<file path="src/rtl/stage_sequencer_if.sv">
// Control/status bundle between the stage sequencer and its environment.
// The master drives the run controls and memory handshake; the slave is the sequencer.
interface stage_sequencer_if #(
    parameter int CNT_W = 32
);
    logic             start;
    logic             halt_req;
    logic             mem_access;
    logic             mem_ready;
    logic             fetch_en;
    logic             decode_en;
    logic             execute_en;
    logic             memory_en;
    logic             mem_req;
    logic             writeback_en;
    logic             busy;
    logic             halted;
    logic             fault;
    logic [CNT_W-1:0] instr_count;
    logic [CNT_W-1:0] cycle_count;

    modport master (
        output start, halt_req, mem_access, mem_ready,
        input  fetch_en, decode_en, execute_en, memory_en, mem_req, writeback_en,
        input  busy, halted, fault, instr_count, cycle_count
    );

    modport slave (
        input  start, halt_req, mem_access, mem_ready,
        output fetch_en, decode_en, execute_en, memory_en, mem_req, writeback_en,
        output busy, halted, fault, instr_count, cycle_count
    );
endinterface

</file>
<file path="src/rtl/stage_sequencer.sv">
// Multi-cycle instruction stage sequencer: FETCH/DECODE/EXECUTE/[MEMORY]/WRITEBACK
// with memory timeout fault, boundary-aligned halt and saturating counters.
module stage_sequencer #(
    parameter int unsigned INSTR_LIMIT = 500,
    parameter int unsigned MEM_TIMEOUT = 15,
    parameter int unsigned CNT_W       = 32
) (
    input  logic              clk,
    input  logic              reset,
    stage_sequencer_if.slave  bus
);
    typedef enum logic [2:0] {
        S_IDLE, S_FETCH, S_DECODE, S_EXECUTE, S_MEMORY, S_WRITEBACK, S_HALT
    } state_e;

    localparam logic [7:0]       WAIT_LAST = 8'(MEM_TIMEOUT - 1);
    localparam logic [CNT_W-1:0] CNT_MAX   = {CNT_W{1'b1}};
    localparam logic [CNT_W-1:0] CNT_ONE   = CNT_W'(1);
    localparam logic [CNT_W-1:0] LIMIT     = CNT_W'(INSTR_LIMIT);

    state_e           state_q, state_d;
    logic             pend_q, pend_d;
    logic [7:0]       wait_q, wait_d;
    logic             fault_q, fault_d;
    logic [CNT_W-1:0] instr_q, instr_d;
    logic [CNT_W-1:0] cycle_q, cycle_d;
    logic [CNT_W-1:0] instr_inc_s;
    logic             fetch_en_q, decode_en_q, execute_en_q, memory_en_q, writeback_en_q;
    logic             busy_q, halted_q;
    logic             fetch_en_d, decode_en_d, execute_en_d, memory_en_d, writeback_en_d;
    logic             busy_d, halted_d;

    assign instr_inc_s = (instr_q == CNT_MAX) ? instr_q : instr_q + CNT_ONE;

    // Next-state, counter and flag computation.
    always_comb begin
        state_d = state_q;
        pend_d  = pend_q;
        wait_d  = wait_q;
        fault_d = fault_q;
        instr_d = instr_q;
        cycle_d = cycle_q;
        if (bus.halt_req && (state_q != S_HALT)) begin
            pend_d = 1'b1;
        end else begin
            pend_d = pend_d;
        end
        if (busy_q && (cycle_q != CNT_MAX)) begin
            cycle_d = cycle_q + CNT_ONE;
        end else begin
            cycle_d = cycle_q;
        end
        case (state_q)
            S_IDLE: begin
                if (bus.halt_req) begin
                    state_d = S_HALT;
                end else if (bus.start) begin
                    state_d = S_FETCH;
                end else begin
                    state_d = S_IDLE;
                end
            end
            S_FETCH:  state_d = S_DECODE;
            S_DECODE: state_d = S_EXECUTE;
            S_EXECUTE: begin
                wait_d = 8'd0;
                if (bus.mem_access) begin
                    state_d = S_MEMORY;
                end else begin
                    state_d = S_WRITEBACK;
                end
            end
            S_MEMORY: begin
                if (bus.mem_ready) begin
                    state_d = S_WRITEBACK;
                end else if (wait_q >= WAIT_LAST) begin
                    state_d = S_HALT;
                    fault_d = 1'b1;
                end else begin
                    wait_d = wait_q + 8'd1;
                end
            end
            S_WRITEBACK: begin
                instr_d = instr_inc_s;
                // A request raised during writeback itself still stops at this boundary.
                if (pend_q || bus.halt_req || ((INSTR_LIMIT != 0) && (instr_inc_s == LIMIT))) begin
                    state_d = S_HALT;
                end else begin
                    state_d = S_FETCH;
                end
            end
            S_HALT:  state_d = S_HALT;
            default: state_d = S_IDLE;
        endcase
    end

    // Output decode from the next state so the registered outputs track the state register.
    always_comb begin
        fetch_en_d     = (state_d == S_FETCH);
        decode_en_d    = (state_d == S_DECODE);
        execute_en_d   = (state_d == S_EXECUTE);
        memory_en_d    = (state_d == S_MEMORY);
        writeback_en_d = (state_d == S_WRITEBACK);
        busy_d         = fetch_en_d | decode_en_d | execute_en_d | memory_en_d | writeback_en_d;
        halted_d       = (state_d == S_HALT);
    end

    // State, flags, counters and registered outputs.
    always_ff @(posedge clk or posedge reset) begin
        if (reset) begin
            state_q        <= S_IDLE;
            pend_q         <= 1'b0;
            wait_q         <= 8'd0;
            fault_q        <= 1'b0;
            instr_q        <= {CNT_W{1'b0}};
            cycle_q        <= {CNT_W{1'b0}};
            fetch_en_q     <= 1'b0;
            decode_en_q    <= 1'b0;
            execute_en_q   <= 1'b0;
            memory_en_q    <= 1'b0;
            writeback_en_q <= 1'b0;
            busy_q         <= 1'b0;
            halted_q       <= 1'b0;
        end else begin
            state_q        <= state_d;
            pend_q         <= pend_d;
            wait_q         <= wait_d;
            fault_q        <= fault_d;
            instr_q        <= instr_d;
            cycle_q        <= cycle_d;
            fetch_en_q     <= fetch_en_d;
            decode_en_q    <= decode_en_d;
            execute_en_q   <= execute_en_d;
            memory_en_q    <= memory_en_d;
            writeback_en_q <= writeback_en_d;
            busy_q         <= busy_d;
            halted_q       <= halted_d;
        end
    end

    assign bus.fetch_en     = fetch_en_q;
    assign bus.decode_en    = decode_en_q;
    assign bus.execute_en   = execute_en_q;
    assign bus.memory_en    = memory_en_q;
    assign bus.mem_req      = memory_en_q;
    assign bus.writeback_en = writeback_en_q;
    assign bus.busy         = busy_q;
    assign bus.halted       = halted_q;
    assign bus.fault        = fault_q;
    assign bus.instr_count  = instr_q;
    assign bus.cycle_count  = cycle_q;
endmodule
</file>
<file path="src/flat_wrapper.sv">
// flat-port wrapper written by rule: the top's interface ports become plain ports
module stage_sequencer_flat 
#(
    parameter int unsigned INSTR_LIMIT = 500,
    parameter int unsigned MEM_TIMEOUT = 15,
    parameter int unsigned CNT_W       = 32
)
  (clk, reset, bus_start, bus_halt_req, bus_mem_access, bus_mem_ready, bus_fetch_en, bus_decode_en, bus_execute_en, bus_memory_en, bus_mem_req, bus_writeback_en, bus_busy, bus_halted, bus_fault, bus_instr_count, bus_cycle_count);
  stage_sequencer_if #(.CNT_W(CNT_W)) bus_i ();
  input  logic clk;
  input  logic reset;
  input wire logic [$bits(bus_i.start)-1:0] bus_start;
  input wire logic [$bits(bus_i.halt_req)-1:0] bus_halt_req;
  input wire logic [$bits(bus_i.mem_access)-1:0] bus_mem_access;
  input wire logic [$bits(bus_i.mem_ready)-1:0] bus_mem_ready;
  output wire logic [$bits(bus_i.fetch_en)-1:0] bus_fetch_en;
  output wire logic [$bits(bus_i.decode_en)-1:0] bus_decode_en;
  output wire logic [$bits(bus_i.execute_en)-1:0] bus_execute_en;
  output wire logic [$bits(bus_i.memory_en)-1:0] bus_memory_en;
  output wire logic [$bits(bus_i.mem_req)-1:0] bus_mem_req;
  output wire logic [$bits(bus_i.writeback_en)-1:0] bus_writeback_en;
  output wire logic [$bits(bus_i.busy)-1:0] bus_busy;
  output wire logic [$bits(bus_i.halted)-1:0] bus_halted;
  output wire logic [$bits(bus_i.fault)-1:0] bus_fault;
  output wire logic [$bits(bus_i.instr_count)-1:0] bus_instr_count;
  output wire logic [$bits(bus_i.cycle_count)-1:0] bus_cycle_count;
  assign bus_i.start = bus_start;
  assign bus_i.halt_req = bus_halt_req;
  assign bus_i.mem_access = bus_mem_access;
  assign bus_i.mem_ready = bus_mem_ready;
  assign bus_fetch_en = bus_i.fetch_en;
  assign bus_decode_en = bus_i.decode_en;
  assign bus_execute_en = bus_i.execute_en;
  assign bus_memory_en = bus_i.memory_en;
  assign bus_mem_req = bus_i.mem_req;
  assign bus_writeback_en = bus_i.writeback_en;
  assign bus_busy = bus_i.busy;
  assign bus_halted = bus_i.halted;
  assign bus_fault = bus_i.fault;
  assign bus_instr_count = bus_i.instr_count;
  assign bus_cycle_count = bus_i.cycle_count;
  stage_sequencer #(.INSTR_LIMIT(INSTR_LIMIT), .MEM_TIMEOUT(MEM_TIMEOUT), .CNT_W(CNT_W)) u_core (.clk(clk), .reset(reset), .bus(bus_i));
endmodule
</file>
<file path="config.mk">
export PLATFORM = sky130hd
export DESIGN_NAME = stage_sequencer_flat
export DESIGN_NICKNAME = d
export VERILOG_FILES = /design/src/rtl/stage_sequencer_if.sv /design/src/rtl/stage_sequencer.sv /design/src/flat_wrapper.sv
export SDC_FILE = /design/constraint.sdc
export NUM_CORES = 1
export LEC_CHECK = 0
export CAP_MARGIN = 20
export CORE_MARGIN = 3
export CORE_UTILIZATION = 53
export CTS_CLUSTER_DIAMETER = 200
export DETAILED_ROUTE_END_ITERATION = 8
export PLACE_DENSITY = 0.77
export RECOVER_POWER = 25
export SYNTH_ARGS = -nofsm -noshare
export SYNTH_HDL_FRONTEND = slang
export SYNTH_SLANG_ARGS = --single-unit
</file>
<file path="constraint.sdc">
create_clock -name clk -period 4.6 [get_ports clk]
set_clock_uncertainty 0.15 [all_clocks]
set_input_delay 0.92 -clock clk [delete_from_list [all_inputs] [get_ports clk]]
set_output_delay 0.92 -clock clk [all_outputs]
set_load 0.02 [all_outputs]
</file>
==> impl_metrics.toml, run 1 <==
[global_route]
antenna_found_initial = 0
globalRouteTotalUtil_pct = 22.6
grt_max_degree = 35
gr-total-overflow = 0
grt_pass1_wl_um = 18000
grt_pass1_vias = 3709

[synth]
synth-xor-area-share_pct = 14.1
syn_nets = 480
ys_seq_area_share_pct = 46.4
synth_edf_count = 0
synth_flop_cell = "dfrtp_1"
synth_mux_area_share_pct = 1.16
syn-instance-count = 470
synth_adder_area_share_pct = 1.11
synth_cell_types = 57
synth_warnings = 0
synth_top_family_by_area = "simple AND/OR/NAND/NOR gates"
ys_async_sr_fraction_pct = 100
synthSimpleGateAreaFrac_pct = 25.7
syn_area_um2 = 4530
synth_compound_area_share_pct = 8.62
syn_area_per_cell_um2 = 9.63
ys_seq_elements = 84

[drt]
post_drt_wl_per_cell_um = 16.2
wirelength_um = 10600
dr.pass1.iters = 4
vias = 3777
drc = 0
vias_per_cell = 5.80
ant_nets = 0
drt_iter0_markers = 119

[setup_path]
critPathArrivalTime_ns = 3.99
worstPathRequired_ns = 4.73
critical_path_class = "reg2reg"
cp-end-kind = "flop"
worst-r2r-setup-slack_ns = 0.74
startpoint_type = "flop"
crit_fanout = 8

[die]
start_util_pct = 54.8
std_cell_rows = 33
die-area_um2 = 9690
die_w_um = 98.4
fp.dieH_um = 98.4
pin_count = 79
core_um2 = 8260

[final_layout]
fillCellCount = 681
diodes = 0
layout_common_cells = "dfrtp_1 (84), clkdlybuf4s50_1 (74), nand2_1 (44), xnor2_1 (44), nor2_1 (38)"
drive_above_1_share_pct = 5.49
final_common_cell = "dfrtp_1"
final_util_pct = 67.0
fin_cells = 651
regArea_um2 = 2100
layout.nets = 551
area_delta_synth_final_pct = 22.2
multiInputGateArea_um2 = 2290

[clocking]
cts_resized = 0
cts_hold_buf = 0
clockBufferDepth = 2
cts_setup_buffers = 0
cts_root_buffer = "clkbuf_8"
cts_tree = "done"
numCtsBuffers = 9
insertion_delay_ns = 0.36
cts.clk_slew.worst_paths_ns = 0.09
htree_levels = 3
cts.sinks = 84

[pwr]
p_int_uw = 1310
leakagePower_uw = 0.00230
p_clk_share_pct = 23.4
power_uw = 2060
p_seq_share_pct = 47.3
p_comb_share_pct = 29.4
p_sw_share_pct = 36.3
p_per_area_nw_per_um2 = 372
p_sw_uw = 749
ir_drop_uv = 198

[sta]
drv_slew = 70
period_needed_ns = 3.86
finalHoldWorstSlack_ns = 0.315
finalSetupViolations = 0
fmax_mhz = 259
slew-limit-headroom_pct = -20.9
finalHoldViolations = 0
min_period_over_period_pct = 84.0
max_slew.worst_pin.slew_ns = 1.81
rsz0062_at_grt = "no"
tns_ns = 0

[outcome]
violations = "capacitance limit, slew limit"
outcome = "finished with violations"

[place]
port_buffers = 78
dp.cells = 635
place_hpwl_um = 7800
gp_congestion = 0.982

[run]
cap_violations = 2

[hold_path]
hold_path_class = "reg2reg"
metrics by stage:
stage / cell area, µm² / worst slack [ns]
final: 5530 / 0.737
after global routing: 5530 / 0.322
after CTS: 5540 / 0.776
after detailed placement: 5370 / 0.798
after global placement: 5370 / 0.956
after floorplan: 4530 / 1.00
kinds of logic (layout without fill, tap and decap cells):
kind of cell / after synthesis / in the layout
simple gates: 221 / 221
compound gates: 52 / 52
flops: 84 / 84
mux: 5 / 5
fa+ha+maj: 4 / 4
xor+xnor: 73 / 73
buf+inv: 31 / 107
flip-flops by register name, indices dropped and copies added, names as in the netlist, 3 cells and up:
register / flops
u_core.wait_q: 8
u_core.bus.instr_count: 32
u_core.state_q: 3
u_core.bus.cycle_count: 32
layout make-up:
| class | count | share of cell area (%) |
|---|---|---|
| well taps | 105 | 2.37 |
| repair buffers | 80 | 14.2 |
| clock inverters | 6 | 0.859 |
| inverters | 11 | 0.769 |
| clock buffers | 10 | 2.31 |
| multi-input cells | 355 | 41.5 |
| flip-flops and latches | 84 | 38.0 |
critical path, cell delays in order (launching register included):
cell and delay [ns]:
dfrtp_1 0.47, ha_1 0.35, nand3_2 0.21, or4_1 0.66
nor4_1 0.60, nor3_1 0.11, nor4_1 0.47, nand4_2 0.21
o32ai_4 0.36, a21boi_2 0.21
synth_stat cells, drive strengths merged, types with 3 or more instances:
cell type   n  area share [%]
nor4        9             1.2
a211o       4            0.77
nand4      17             2.5
buf         9             1.1
and4       11             2.2
or3         6            0.83
a211oi      5             1.0
xor2       29             5.6
nand2      44             3.6
ha          4             1.1
o21a        3            0.50
o21ai       8            0.88
dfrtp      84              46
or4         5            0.83
nor2       38             3.2
mux2i       3            0.66
clkbuf     11            0.94
nand2b      3            0.41
and2        6            0.83
a31oi       4            0.55
nor3       24             2.7
nor2b       6            0.83
nand3      33             3.8
a21oi      10             1.1
inv        11            0.91
and3        8             1.1
xnor2      44             8.5
or2         4            0.55
final timing paths:
path / start / end / cells after the start
max: u_core.bus.instr_count[0] / u_core.bus.halted / 9
min: u_core.bus.fault / u_core.bus.fault / 1
min reg2reg: u_core.bus.fault / u_core.bus.fault / 1
min in group asynchronous: reset / u_core.bus.cycle_count[17] / 2
max reg2reg: u_core.bus.instr_count[0] / u_core.bus.halted / 9
max in group asynchronous: reset / u_core.bus.instr_count[21] / 3
routing by layer:
metal | vias up | share of wire (%) | global-route usage [%]
met2 | 154 | 47 | 35.8
met5 | - | 0 | 0
met1 | 1790 | 45 | 31.3
met3 | 29 | 5.7 | 3.33
met4 | 0 | 2.5 | 9.56
li1 | 1804 | - | -
power by group through the flow:
stage / Combinational, µW / Sequential [µW] / Clock [µW]
2_1_floorplan: 346 / 1010 / 0
3_3_place_gp: 597 / 979 / 0
3_5_place_dp: 610 / 986 / 0
4_1_cts: 611 / 972 / 492
5_1_grt: 668 / 996 / 525
6_report: 605 / 974 / 481
No activity file was read; power rests on OpenSTA's default activity.
==> run 2: changes to the inputs <==
==> constraint.sdc (replaced) <==
create_clock -name clk -period 3.71 [get_ports clk]
set_clock_uncertainty 0.15 [all_clocks]
set_input_delay 0.742 -clock clk [delete_from_list [all_inputs] [get_ports clk]]
set_output_delay 0.742 -clock clk [all_outputs]
set_load 0.02 [all_outputs]
==> run 2 against run 1 <==
  * Combinational power up 28%
  * Non-clock buffer count is 9 higher
  * Flip-flop and latch count unchanged
  * Largest cell class unchanged
  * The run still ends with capacitance limit, slew limit left
  * Sequential power is 23% higher
  * First-iteration DRC count increased by 18%
  * Via count is 0.74% lower
==> impl_metrics.toml, run 2 (synthesized netlist as in run 1, its figures left out) <==
[clocking]
clockBufferDepth = 2
insertion_delay_ns = 0.36
cts_root_buffer = "clkbuf_8"
numCtsBuffers = 9
htree_levels = 3
cts.clk_slew.worst_paths_ns = 0.09
cts.sinks = 84
cts_tree = "done"
cts_setup_buffers = 0

[final_layout]
area_delta_synth_final_pct = 24.7
layout_common_cells = "dfrtp_1 (84), clkdlybuf4s50_1 (76), nand2_1 (44), xnor2_1 (44), nor2_1 (38)"
diodes = 0
final_common_cell = "dfrtp_1"
drive_above_1_share_pct = 7.93
fin_cells = 660
layout.nets = 560

[sta]
finalSetupViolations = 0
drv_slew = 44
rsz0062_at_grt = "no"
period_needed_ns = 3.60
tns_ns = 0
max_slew.worst_pin.slew_ns = 1.87
finalHoldWorstSlack_ns = 0.324
slew-limit-headroom_pct = -25.1
finalHoldViolations = 0
min_period_over_period_pct = 97.0
fmax_mhz = 278

[setup_path]
startpoint_type = "flop"
worstPathRequired_ns = 3.85
r2r-start = "u_core.bus.instr_count[1]"
worst-r2r-setup-slack_ns = 0.11
cp-startpoint = "u_core.bus.instr_count[1]"
path_buf_inv = 0
cp_num_cells = 9
crit_fanout = 7
cp_top_family = "compound AO/OA/AOI/OAI gates"
cp_slowest_cell = "a2111oi_1"
max_stage_delay_ns = 0.52
cp-end-kind = "flop"
crit_end = "u_core.bus.halted"
critPathArrivalTime_ns = 3.74
reg2reg_depth = 9
path_cells = "ha_2 -> nand3_2 -> or4_1 -> a211o_1 -> a2111oi_1 -> o2111ai_1 -> or2_0 -> o32ai_4 -> a21boi_2"
critical_path_class = "reg2reg"
r2r_end = "u_core.bus.halted"

[die]
die-area_um2 = 9690
pin_count = 79
start_util_pct = 54.8
core_um2 = 8260
fp.dieH_um = 98.4
die_w_um = 98.4
std_cell_rows = 33

[pwr]
power_uw = 2660
p_int_uw = 1710
p_comb_share_pct = 29.2
p_seq_share_pct = 45.2
p_sw_uw = 952
leakagePower_uw = 0.00237
p_clk_share_pct = 25.6
p_sw_share_pct = 35.8
ir_drop_uv = 234
p_per_area_nw_per_um2 = 471

[place]
dp.cells = 644
place_hpwl_um = 7920
gp_congestion = 0.936
port_buffers = 78

[drt]
ant_nets = 0
dr.pass1.iters = 6
vias_per_cell = 5.68
vias = 3749
wirelength_um = 10700
drt_iter0_markers = 141
drc = 0
post_drt_wl_per_cell_um = 16.2

[global_route]
grt_max_degree = 44
globalRouteTotalUtil_pct = 23.1
antenna_found_initial = 0
grt_pass1_vias = 3701
gr-total-overflow = 0
grt_pass1_wl_um = 18200

[hold_path]
hold_path_class = "reg2reg"
hold_depth = 1

[outcome]
outcome = "finished with violations"
violations = "capacitance limit, slew limit"

[run]
cap_violations = 1
-- run 2: power by group through the flow --
| stage | combinational [µW] | clock [µW] | sequential [µW] |
|---|---|---|---|
| global placement | 760 | 0 | 1210 |
| detailed placement | 778 | 0 | 1220 |
| floorplan | 429 | 0 | 1260 |
| CTS | 781 | 692 | 1200 |
| global route | 854 | 735 | 1220 |
| finish | 776 | 681 | 1200 |
-- run 2: final cells by class --
class / instances / area, µm²
clock inverters: 6 / 72.6
clock buffers: 10 / 128
fillers: 658 / 2610
repair buffers: 89 / 861
multi-input cells: 355 / 2310
flip-flops and latches: 84 / 2100
well taps: 105 / 131
inverters: 11 / 42.5
-- run 2: layer usage --
metal / global-route usage (%) / share of wire [%]
met1: 31.4 / 46
met2: 37.4 / 48
met3: 5.02 / 5.4
met4: 6.72 / 1.4
met5: 0 / 0
-- run 2: worst min-delay path by stage --
stage                startpoint                to  slack, ns
4_1_cts        u_core.bus.fault  u_core.bus.fault       0.33
2_1_floorplan  u_core.wait_q[7]  u_core.wait_q[7]       0.31
3_5_place_dp   u_core.bus.fault  u_core.bus.fault       0.31
5_1_grt        u_core.bus.fault  u_core.bus.fault       0.37
3_3_place_gp   u_core.bus.fault  u_core.bus.fault       0.29
6_report       u_core.bus.fault  u_core.bus.fault       0.32
-- run 2: timing repair --
item / CTS / global route
setup endpoints to repair: 0 / 4
hold buffers: 0 / 0
gates resized for setup: 0 / 4
-- run 2: stage by stage --
| stage | cell area, µm² | setup WS (ns) | util, % |
|---|---|---|---|
| floorplan | 4530 | 0.113 | - |
| global placement | 5450 | 0.233 | 66.0 |
| detailed placement | 5450 | 0.0608 | 66.0 |
| CTS | 5650 | 0.0110 | 68.4 |
| global route | 5650 | 0.00855 | 68.4 |
| finish | 5650 | 0.110 | 68.4 |
==> run 3: changes to the inputs <==
--- a/config.mk
+++ b/config.mk
@@ -10,7 +10,7 @@
 export CORE_UTILIZATION = 53
 export CTS_CLUSTER_DIAMETER = 200
 export DETAILED_ROUTE_END_ITERATION = 8
-export PLACE_DENSITY = 0.77
+export PLACE_DENSITY_LB_ADDON = 0.3
 export RECOVER_POWER = 25
 export SYNTH_ARGS = -nofsm -noshare
 export SYNTH_HDL_FRONTEND = slang
==> run 3 against run 2 <==
  * Critical endpoint unchanged
  * Setup slack gained 0.10 ns
  * Die area is the same
  * Largest power group unchanged
  * The flow still finishes with violations (capacitance limit, slew limit)
  * Register-to-register slack gained 0.10 ns
  * Via count grew 2.3%
  * Clock power shrank 5.1%
==> impl_metrics.toml, run 3 (synthesized netlist as in run 1, its figures left out) <==
[run]
cap_violations = 1

[setup_path]
r2r-start = "u_core.bus.instr_count[0]"
worstPathRequired_ns = 3.85
path_buf_inv = 0
reg2reg_depth = 9
cp_num_cells = 9
cp-startpoint = "u_core.bus.instr_count[0]"
cp_top_family = "simple AND/OR/NAND/NOR gates"
critPathArrivalTime_ns = 3.64
cp-end-kind = "flop"
cp_slowest_cell = "or4_1"
r2r_end = "u_core.bus.halted"
crit_end = "u_core.bus.halted"
max_stage_delay_ns = 0.57
startpoint_type = "flop"
cpMostUsedCell = "or4_1"
path_cells = "ha_2 -> nand3_2 -> or4_1 -> or4_1 -> a211o_1 -> a211oi_2 -> nand4_2 -> o32ai_4 -> a21boi_2"
crit_fanout = 8
critical_path_class = "reg2reg"
worst-r2r-setup-slack_ns = 0.21

[drt]
dr.pass1.iters = 5
drc = 0
post_drt_wl_per_cell_um = 16.2
wirelength_um = 10600
vias_per_cell = 5.84
vias = 3837
ant_nets = 0
drt_iter0_markers = 244

[outcome]
outcome = "finished with violations"
violations = "capacitance limit, slew limit"

[final_layout]
drive_above_1_share_pct = 7.25
diodes = 0
layout_common_cells = "dfrtp_1 (84), clkdlybuf4s50_1 (77), nand2_1 (44), xnor2_1 (44), nor2_1 (38)"
final_util_pct = 67.8
postLayoutCellArea_um2 = 5600
final_common_cell = "dfrtp_1"
area_delta_synth_final_pct = 23.7
fillCellCount = 652
layout.nets = 557

[sta]
slew-limit-headroom_pct = -33.4
rsz0062_at_grt = "no"
fmax_mhz = 286
drv_slew = 85
max_slew.worst_pin.slew_ns = 2.00
tns_ns = 0
min_period_over_period_pct = 94.3
finalSetupViolations = 0
finalHoldViolations = 0
period_needed_ns = 3.50
layout_setup_ws_ns = 0.211

[hold_path]
hold_path_class = "reg2reg"
hold_depth = 1

[global_route]
grt_max_degree = 85
grt_pass1_vias = 3677
antenna_found_initial = 0
grt_pass1_wl_um = 18100
globalRouteTotalUtil_pct = 22.7
gr-total-overflow = 0

[pwr]
power_uw = 2630
ir_drop_uv = 268
p_comb_share_pct = 30.1
leakagePower_uw = 0.00235
p_clk_share_pct = 24.5
p_seq_share_pct = 45.4
p_sw_share_pct = 37.0
p_sw_uw = 974
p_per_area_nw_per_um2 = 470
p_int_uw = 1660

[clocking]
cts_root_buffer = "clkbuf_8"
clockBufferDepth = 2
numCtsBuffers = 9
htree_levels = 3
insertion_delay_ns = 0.37
cts_tree = "done"
cts.sinks = 84
cts.clk_slew.worst_paths_ns = 0.10
cts_hold_buf = 0

[die]
std_cell_rows = 33
fp.dieH_um = 98.4
start_util_pct = 54.8
die_w_um = 98.4
core_um2 = 8260
pin_count = 79
die-area_um2 = 9690

[place]
post-place-ws_ns = 0.221
placed_area_um2 = 5420
gp_congestion = 0.911
place_hpwl_um = 7700
port_buffers = 78
-- run 3: timing repair --
action / in CTS / in global routing
gates resized for setup: 0 / 2
setup endpoints to repair: 0 / 3
buffers inserted: 0 / 0
-- run 3: cell type report --
class | count | area, µm² | area share [%]
timing repair buffer | 86 | 838 | 15.0
sequential | 84 | 2100 | 37.5
clock inverter | 7 | 66.3 | 1.18
multi-input combinational | 355 | 2300 | 41.0
inverter | 11 | 42.5 | 0.759
clock buffer | 9 | 124 | 2.21
tap | 105 | 131 | 2.34
-- run 3: worst min path at each step --
stage | to | slack (ns) | startpoint
after detailed placement | u_core.bus.fault | 0.30 | u_core.bus.fault
after floorplan | u_core.wait_q[7] | 0.31 | u_core.wait_q[7]
after global routing | u_core.bus.fault | 0.35 | u_core.bus.fault
final | u_core.bus.fault | 0.32 | u_core.bus.fault
after CTS | u_core.bus.fault | 0.32 | u_core.bus.fault
after global placement | u_core.bus.fault | 0.30 | u_core.bus.fault
-- run 3: metal layers --
metal	up-vias	track usage [%]	part of all wire (%)
li1	1815	-	-
met1	1848	31.9	44
met2	152	35.2	48
met3	22	5.38	6.7
met4	0	6.72	1.7
met5	-	0	0
-- run 3: through the flow --
step	std cells	hold slack, ns
finish	657	0.315
CTS	657	0.321
detailed placement	641	0.298
global placement	641	0.296
global route	657	0.345
floorplan	470	0.315
-- run 3: power groups by stage --
stage                     Clock (µW)  Sequential (µW)  Combinational, µW
after floorplan                    0             1260                429
after global placement             0             1200                771
after detailed placement           0             1210                792
after CTS                        660             1190                799
after global routing             702             1220                867
final                            646             1200                792
